==> config.mk <==
export PLATFORM = sky130hd
export DESIGN_NAME = rf_ctx_ctrl
export DESIGN_NICKNAME = d
export VERILOG_FILES = /design/src/rtl/rf_ctx_ctrl.sv
export SDC_FILE = /design/constraint.sdc
export NUM_CORES = 1
export LEC_CHECK = 0
export CORE_MARGIN = 2
export CORE_UTILIZATION = 50
export CTS_CLUSTER_DIAMETER = 30
export DETAILED_ROUTE_END_ITERATION = 6
export PLACE_DENSITY = 0.71
export SYNTH_ARGS = -nofsm -noshare
export SYNTH_HDL_FRONTEND = slang
export SYNTH_SLANG_ARGS = --single-unit
==> constraint.sdc <==
create_clock -name clk -period 1.99 [get_ports clk]
set_input_delay 0.597 -clock clk [delete_from_list [all_inputs] [get_ports clk]]
set_output_delay 0.597 -clock clk [all_outputs]
set_load 0.03 [all_outputs]
==> src/rtl/rf_ctx_ctrl.sv <==
// ---------------------------------------------------------------------------
// rf_ctx_ctrl
//
// Subroutine context controller. Sequences CALL and RET instructions by
// saving/restoring register-file frames and the return address, and by
// redirecting the program counter. Overflow of the frame stack and
// underflow on return are reported through sticky error flags.
//
// Parameters
//   PC_WIDTH  width of program-counter values and of the frame stack pointer
//   DEPTH     maximum number of saved frames (1 .. 2**PC_WIDTH-1)
//
// Ports
//   clk               single clock, rising edge
//   rst_n             asynchronous active-low reset
//   call_req          level request to enter a subroutine, held until req_ack
//   ret_req           level request to return, held until req_ack
//   pc_cur            address of the CALL instruction, sampled at acceptance
//   call_target       jump address, sampled at acceptance
//   err_clr           clears ovf_err / unf_err on the next edge
//   req_ack           one-cycle pulse ending every accepted request
//   busy              high whenever the sequencer is not idle
//   rf_stack_push     register file: snapshot frame at rf_stack_pointer
//   rf_stack_pop      register file: restore frame at rf_stack_pointer
//   rf_stack_pointer  number of saved frames (0 = none)
//   pc_load           one-cycle strobe: PC takes pc_load_val
//   pc_load_val       new PC value, meaningful only with pc_load
//   ovf_err           sticky: call attempted with a full frame stack
//   unf_err           sticky: return attempted with an empty frame stack
// ---------------------------------------------------------------------------
module rf_ctx_ctrl #(
  parameter int PC_WIDTH = 5,
  parameter int DEPTH    = 8
) (
  input  logic                clk,
  input  logic                rst_n,
  input  logic                call_req,
  input  logic                ret_req,
  input  logic [PC_WIDTH-1:0] pc_cur,
  input  logic [PC_WIDTH-1:0] call_target,
  input  logic                err_clr,
  output logic                req_ack,
  output logic                busy,
  output logic                rf_stack_push,
  output logic                rf_stack_pop,
  output logic [PC_WIDTH-1:0] rf_stack_pointer,
  output logic                pc_load,
  output logic [PC_WIDTH-1:0] pc_load_val,
  output logic                ovf_err,
  output logic                unf_err
);

  // Return-address storage is indexed by frame number 1..DEPTH; entry 0 is
  // never used, which keeps the index equal to the stack pointer value.
  localparam int                IDX_W  = $clog2(DEPTH + 1);
  localparam logic [PC_WIDTH-1:0] SP_MAX = PC_WIDTH'(DEPTH);

  typedef enum logic [2:0] {
    IDLE,
    C_INC,
    C_PUSH,
    C_JUMP,
    R_POP,
    R_JUMP,
    ERR
  } state_t;

  state_t              state;
  logic [PC_WIDTH-1:0] sp;
  logic [PC_WIDTH-1:0] sp_inc;
  logic [PC_WIDTH-1:0] sp_dec;
  logic [PC_WIDTH-1:0] target;
  logic [PC_WIDTH-1:0] retaddr;
  logic [PC_WIDTH-1:0] ret_mem [0:DEPTH];

  logic sp_full;
  logic sp_empty;
  logic accept_call;
  logic accept_ret;
  logic ovf_set;
  logic unf_set;

  assign sp_inc   = sp + PC_WIDTH'(1);
  assign sp_dec   = sp - PC_WIDTH'(1);
  assign sp_full  = (sp == SP_MAX);
  assign sp_empty = (sp == '0);

  // Requests are only looked at in IDLE; call wins a tie and a simultaneous
  // ret_req simply stays pending until the call has completed.
  assign accept_call = (state == IDLE) && call_req;
  assign accept_ret  = (state == IDLE) && !call_req && ret_req;
  assign ovf_set     = accept_call && sp_full;
  assign unf_set     = accept_ret && sp_empty;

  assign rf_stack_pointer = sp;

  // Call operands are captured at acceptance so the requester may change
  // pc_cur / call_target while the sequence runs. Return address wraps
  // modulo 2**PC_WIDTH.
  always_ff @(posedge clk) begin
    if (accept_call) begin
      target  <= call_target;
      retaddr <= pc_cur + PC_WIDTH'(1);
    end
  end

  // Return addresses are plain storage: not reset, and a slot is only read
  // after a completed C_INC has written it.
  always_ff @(posedge clk) begin
    if (state == C_INC) begin
      ret_mem[sp_inc[IDX_W-1:0]] <= retaddr;
    end
  end

  // Sequencer. Every output is a register written on the transition into
  // the state in which it must be visible, so strobes line up exactly with
  // the state they belong to.
  always_ff @(posedge clk or negedge rst_n) begin
    if (!rst_n) begin
      state         <= IDLE;
      sp            <= '0;
      req_ack       <= 1'b0;
      busy          <= 1'b0;
      rf_stack_push <= 1'b0;
      rf_stack_pop  <= 1'b0;
      pc_load       <= 1'b0;
      pc_load_val   <= '0;
      ovf_err       <= 1'b0;
      unf_err       <= 1'b0;
    end else begin
      req_ack       <= 1'b0;
      rf_stack_push <= 1'b0;
      rf_stack_pop  <= 1'b0;
      pc_load       <= 1'b0;

      // Set has priority over clear.
      ovf_err <= ovf_set | (ovf_err & ~err_clr);
      unf_err <= unf_set | (unf_err & ~err_clr);

      case (state)
        IDLE: begin
          if (accept_call) begin
            busy <= 1'b1;
            if (sp_full) begin
              state   <= ERR;
              req_ack <= 1'b1;
            end else begin
              state <= C_INC;
            end
          end else if (accept_ret) begin
            busy <= 1'b1;
            if (sp_empty) begin
              state   <= ERR;
              req_ack <= 1'b1;
            end else begin
              state        <= R_POP;
              rf_stack_pop <= 1'b1;
            end
          end
        end

        // SP advances here so the push strobe already sees the new frame.
        C_INC: begin
          sp            <= sp_inc;
          state         <= C_PUSH;
          rf_stack_push <= 1'b1;
        end

        C_PUSH: begin
          state       <= C_JUMP;
          pc_load     <= 1'b1;
          pc_load_val <= target;
          req_ack     <= 1'b1;
        end

        C_JUMP: begin
          state <= IDLE;
          busy  <= 1'b0;
        end

        R_POP: begin
          state       <= R_JUMP;
          pc_load     <= 1'b1;
          pc_load_val <= ret_mem[sp[IDX_W-1:0]];
          req_ack     <= 1'b1;
        end

        // SP drops only after the pop and the jump have both used it.
        R_JUMP: begin
          sp    <= sp_dec;
          state <= IDLE;
          busy  <= 1'b0;
        end

        ERR: begin
          state <= IDLE;
          busy  <= 1'b0;
        end

        default: begin
          state <= IDLE;
          busy  <= 1'b0;
        end
      endcase
    end
  end

endmodule

==> flow_summary.ini, run 1 <==
[run]
max_cap_viol_count = 0

[hold_path]
min-delay-start = unf_err$_DFF_PN0_
hold_depth = 2
hold_class = flip-flop to flip-flop
min_to = unf_err$_DFF_PN0_

[synth]
synth_cells = 240
synth_edf_count = 55
synth_top_cell_by_area = edfxtp_1
syn_area_um2 = 3310
ys_top_cells_by_count = edfxtp_1, mux2i_1, dfrtp_1, nor2_1, o21ai_0
synth_nets = 262
synth.most_common_cell = edfxtp_1
syn_avg_cell_area_um2 = 13.8
async_reset_ff_share_pct = 26.7
synth_top_area_share_pct = 49.9
synth_flop_cell = edfxtp_1
ys_seq_elements = 75
synth_cell_type_count = 45
ys_seq_area_share_pct = 65.0
ys_top_cells_by_area = edfxtp_1, dfrtp_1, mux2i_1
ys_warn_count = 0

[power_and_ir_drop]
peakVddDrop_mv = 0.858
p_leak_nw = 1.55
p_per_area_nw_per_um2 = 1460

[sta]
worst_pin_slew_ns = 0.442
period_share_pct = 99.2
relSlewSlack_pct = 70.3
skew_ns = 0.00857
fmax_ghz = 0.507
final_max_slew_viol_count = 0
fin_tns_setup_ns = 0
rsz0062_at_grt = false
setup_viol = 0
period_needed_ns = 1.97
final_hold_viol_count = 0
fin_ws_ns = 0.0167

[setup_path]
cpMaxStageDelayCell = clkdlybuf4s50_1
cp_slowest_stage_delay_ns = 0.68
path_class = flip-flop to output port
path_buf_inv = 1
critPathMaxFanout = 2
crit_path_end_kind = output port
required_ns = 1.39
reg2reg_to = ret_mem[1][1]$_DFFE_PP_
ff2ff_setup_slack_ns = 0.14
timing.rr.start = rf_stack_pointer[0]$_DFFE_PN0P_
cp-start-kind = flip-flop
reg2regPathDepth = 5
path_delay_family = buffers and inverters
cp.arrival_ns = 1.38
path_cells = clkdlybuf4s50_1

[die]
die_h_um = 85.4
io_pins = 32
num_rows = 29
die_width_um = 85.4
coreArea_um2 = 6390
die-area_um2 = 7290
initial_core_util_pct = 51.8

[routing]
viasPerCell = 5.58
drt-pass1-iter-count = 4
drtIter0Drc = 150
postRouteAntennaNets = 0
vias = 2037
routedWlPerCell_um = 16.8
wl_mm = 6.13
route.detailed.drc = 0

[final_layout]
nets = 306
diodes = 0
drive_gt1_share_pct = 14.9
areaGrowthSynthToFinish_pct = 18.4

[clock_network]
cts_hold_buf = 0
cts.clk_slew.worst_paths_ns = 0.07
cts.repair.resized = 10
ctsRootBufferMaster = clkbuf_8
clk_latency_ns = 0.35
cts_buffer_depth = 2
numCtsBuffers = 9
h-tree-depth = 3
post_cts_buffers = 0
cts_sinks = 75
cts_tree = built

[global_routing]
first_global_vias = 2054
grt_max_degree = 29
antenna_found_initial = 0
groute.usage.overall_pct = 18.3
gr-total-overflow = 0
grt_pass1_wl_mm = 10.1

[placed_design]
pre_cts_slack_ns = 0.0747
io_buffers = 31
gp_congestion = 0.786
hpwl_mm = 4.36

[outcome]
status = finished, final reports clean
[tightest hold or removal path: stages, from the launching register on]
cell,delay (ns)
dfrtp_1,0.38
inv_1,0.05
o21ai_0,0.06
[layout by cell type (no fill, tap or decap), types with 4 or more instances in the layout]
cell,instances
ha_1,7
o22ai_1,8
buf_4,13
o21ai_0,11
edfxtp_1,55
nand4_1,5
dlygate4sd2_1,9
a21oi_1,7
mux2i_1,21
clkbuf_8,9
nand2_1,4
a22oi_1,5
xnor2_1,7
nor2_1,12
o21ai_1,5
nor3_1,8
dfrtp_1,20
clkdlybuf4s50_1,18
inv_1,8
a22o_1,5
[layout make-up]
type / count / area (um2)
tap: 77 / 96.3
fill: 495 / 2470
inverter: 11 / 41.3
clock buffer: 9 / 124
sequential: 75 / 2150
clock inverter: 6 / 67.6
timing repair buffer: 44 / 405
multi-input combinational: 143 / 1030
[logic make-up (layout without fill, tap and decap cells)]
group	count (synthesis)	after routing	share of synthesized area, %
DFF	75	75	65.0
and+or+nand+nor	53	53	8.88
adders and majority gates	7	7	2.65
buffers and inverters	22	70	4.01
AOI/OAI and AO/OA	51	51	10.0
xor gates and xnor gates	10	10	2.65
muxes	22	22	6.80
[where the power goes]
group / internal, mW / leakage, nW / switching, mW / total [mW]
sequential: 2.01 / 0.747 / 0.230 / 2.24
clock: 0.573 / 0.0913 / 0.560 / 1.13
combinational: 0.935 / 0.716 / 1.42 / 2.35
[per-stage QoR]
| stage | total power, mW | std cells | instance area (um2) | util (%) | hold WS (ns) |
|---|---|---|---|---|---|
| finish | 5.72 | 365 | 3920 | 61.4 | 0.535 |
| global route | 6.05 | 365 | 3920 | 61.4 | 0.576 |
| CTS | 5.75 | 365 | 3910 | 61.1 | 0.543 |
| detailed placement | 4.69 | 351 | 3730 | 58.4 | 0.533 |
| global placement | 4.65 | 351 | 3730 | 58.4 | 0.521 |
| floorplan | 3.95 | 240 | 3310 | - | 0.301 |
[flip-flops by register name, indices dropped and copies added, names as in the netlist, 3 cells and up]
signal,flops
target,5
ret_mem,45
retaddr,5
pc_load_val,5
state,3
rf_stack_pointer,5
[worst max path at each step]
| stage | from | endpoint | slack, ns | depth (start not counted) |
|---|---|---|---|---|
| after global routing | unf_err$_DFF_PN0_ | unf_err | 0.004 | 1 |
| after CTS | unf_err$_DFF_PN0_ | unf_err | 0.006 | 1 |
| final | unf_err$_DFF_PN0_ | unf_err | 0.02 | 1 |
| after detailed placement | call_req | retaddr[4]$_DFFE_PP_ | 0.07 | 3 |
| after global placement | call_req | state[1]$_DFFE_PN0P_ | 0.09 | 5 |
| after floorplan | rf_stack_pointer[1]$_DFFE_PN0P_ | ret_mem[4][0]$_DFFE_PP_ | 0.02 | 5 |
[layer usage]
layer	wire, um	track usage (%)	vias up
met2	2970	29.0	47
li1	-	-	989
met5	0	0	-
met1	2830	24.7	989
met4	131	9.09	0
met3	204	3.02	12
(Power assumes the default switching activity.)
==> run 2, diff against run 1 <==
- CELL_PAD_IN_SITES_DETAIL_PLACEMENT: default -> 1
- CELL_PAD_IN_SITES_GLOBAL_PLACEMENT: default -> 1
- CORE_MARGIN: 2 -> default
- CORE_UTILIZATION: 50 -> 42
- PLACE_DENSITY: 0.71 -> 0.75
- clock period: 1.99 -> 1.6 ns (I/O delays scaled with it)
==> flow_summary.ini, run 2 (same netlist as run 1, synthesis figures left out) <==
[final_layout]
fin_util_pct = 57.7
instances_no_fill = 421
diodes = 0
n_fill_cell = 772
final_common_cell = edfxtp_1
areaGrowthSynthToFinish_pct = 34.1
design_area_um2 = 4440
nets = 336
final_cell_mix = edfxtp_1, buf_4, mux2i_1
drive_gt1_share_pct = 37.3
largest_reg_flops = 45

[clock_network]
ctsRootBufferMaster = clkbuf_8
cts_sinks = 75
cts.clk_slew.worst_paths_ns = 0.09
clk_latency_ns = 0.34
cts_hold_buf = 0
h-tree-depth = 3
cts_tree = built
numCtsBuffers = 9
cts_buffer_depth = 2

[sta]
setup_viol = 38
relSlewSlack_pct = 75.0
final_hold_viol_count = 0
rsz0062_at_grt = true
period_share_pct = 104
fin_tns_setup_ns = -1.23
period_needed_ns = 1.66
hold_ws_ns = 0.473
fin_ws_ns = -0.0593
fmax_ghz = 0.603
final_max_slew_viol_count = 0
worst_pin_slew_ns = 0.375
skew_ns = 0.0113

[placed_design]
postPlaceCellArea_um2 = 3960
pre_cts_slack_ns = -0.149
gp_congestion = 0.800
dp_cells = 395
hpwl_mm = 5.45
io_buffers = 31

[setup_path]
cp.arrival_ns = 1.71
ff2ff_setup_slack_ns = -0.06
reg2regPathDepth = 5
cp-start-kind = flip-flop
crit_path_end_kind = flip-flop
critPathMaxFanout = 6
required_ns = 1.65
timing.rr.start = rf_stack_pointer[0]$_DFFE_PN0P_
path_class = flip-flop to flip-flop
reg2reg_to = ret_mem[4][3]$_DFFE_PP_

[die]
num_rows = 32
die-area_um2 = 8240
initial_core_util_pct = 43.1
die_h_um = 90.8
die_width_um = 90.8
io_pins = 32
coreArea_um2 = 7690

[power_and_ir_drop]
p_per_area_nw_per_um2 = 1930
p_leak_nw = 1.69
power.total_mw = 8.56
peakVddDrop_mv = 1.22

[run]
max_cap_viol_count = 0

[outcome]
status = complete, but fails checks
violations = negative setup slack

[routing]
drt-pass1-iter-count = 4
routedWlPerCell_um = 20.0
vias = 2277
drtIter0Drc = 146
viasPerCell = 5.41
route.detailed.drc = 0
wl_mm = 8.42
postRouteAntennaNets = 0

[global_routing]
gr-total-overflow = 0
first_global_vias = 2368
grt_pass1_wl_mm = 12.5
grt_max_degree = 21
groute.usage.overall_pct = 20.5
antenna_found_initial = 0

[hold_path]
hold_class = input pin to async pin
## run 2: repair_timing
| item | in CTS | in global routing |
|---|---|---|
| buffers inserted | 8 | 2 |
| setup endpoints to repair | 69 | 63 |
| gates resized for setup | 42 | 33 |
| pin swaps | 5 | 10 |
## run 2: layer usage
layer	up-vias	part of all wire [%]	wire, um	track usage, %
met5	-	0	0	0
met4	0	1.7	146	8.73
met3	14	3.1	257	3.62
met2	58	51	4320	34.3
met1	1153	44	3690	26.1
li1	1052	-	-	-
## run 2: area by class of cell
| type | count | area [um2] | share of cell area, % |
|---|---|---|---|
| flip-flops and latches | 75 | 2160 | 48.6 |
| multi-input cells | 143 | 1250 | 28.2 |
| repair buffers | 74 | 666 | 15.0 |
| clock buffers | 10 | 128 | 2.88 |
| well taps | 102 | 128 | 2.88 |
| clock inverters | 6 | 65.1 | 1.47 |
| inverters | 11 | 41.3 | 0.930 |
## run 2: worst max path at each step
stage,cells past startpoint,start,endpoint,slack (ns)
after floorplan,5,rf_stack_pointer[0]$_DFFE_PN0P_,ret_mem[4][0]$_DFFE_PP_,-0.10
after global placement,5,call_req,state[1]$_DFFE_PN0P_,-0.11
after detailed placement,5,call_req,retaddr[3]$_DFFE_PP_,-0.15
after CTS,5,rf_stack_pointer[0]$_DFFE_PN0P_,ret_mem[4][3]$_DFFE_PP_,-0.03
after global routing,4,rf_stack_pointer[0]$_DFFE_PN0P_,ret_mem[4][3]$_DFFE_PP_,-0.12
final,5,rf_stack_pointer[0]$_DFFE_PN0P_,ret_mem[4][3]$_DFFE_PP_,-0.06
## run 2: power breakdown
| group | switching [mW] | internal, mW | total (mW) |
|---|---|---|---|
| sequential | 0.297 | 2.51 | 2.81 |
| clock | 0.730 | 0.721 | 1.45 |
| combinational | 2.38 | 1.92 | 4.30 |
## run 2: worst max-delay path, stage by stage (launching register included)
cell and delay [ns]:
dfrtp_2 0.41, ha_4 0.21, nor2b_4 0.19, a21oi_2 0.06, o22ai_4 0.17, and4_4 0.33
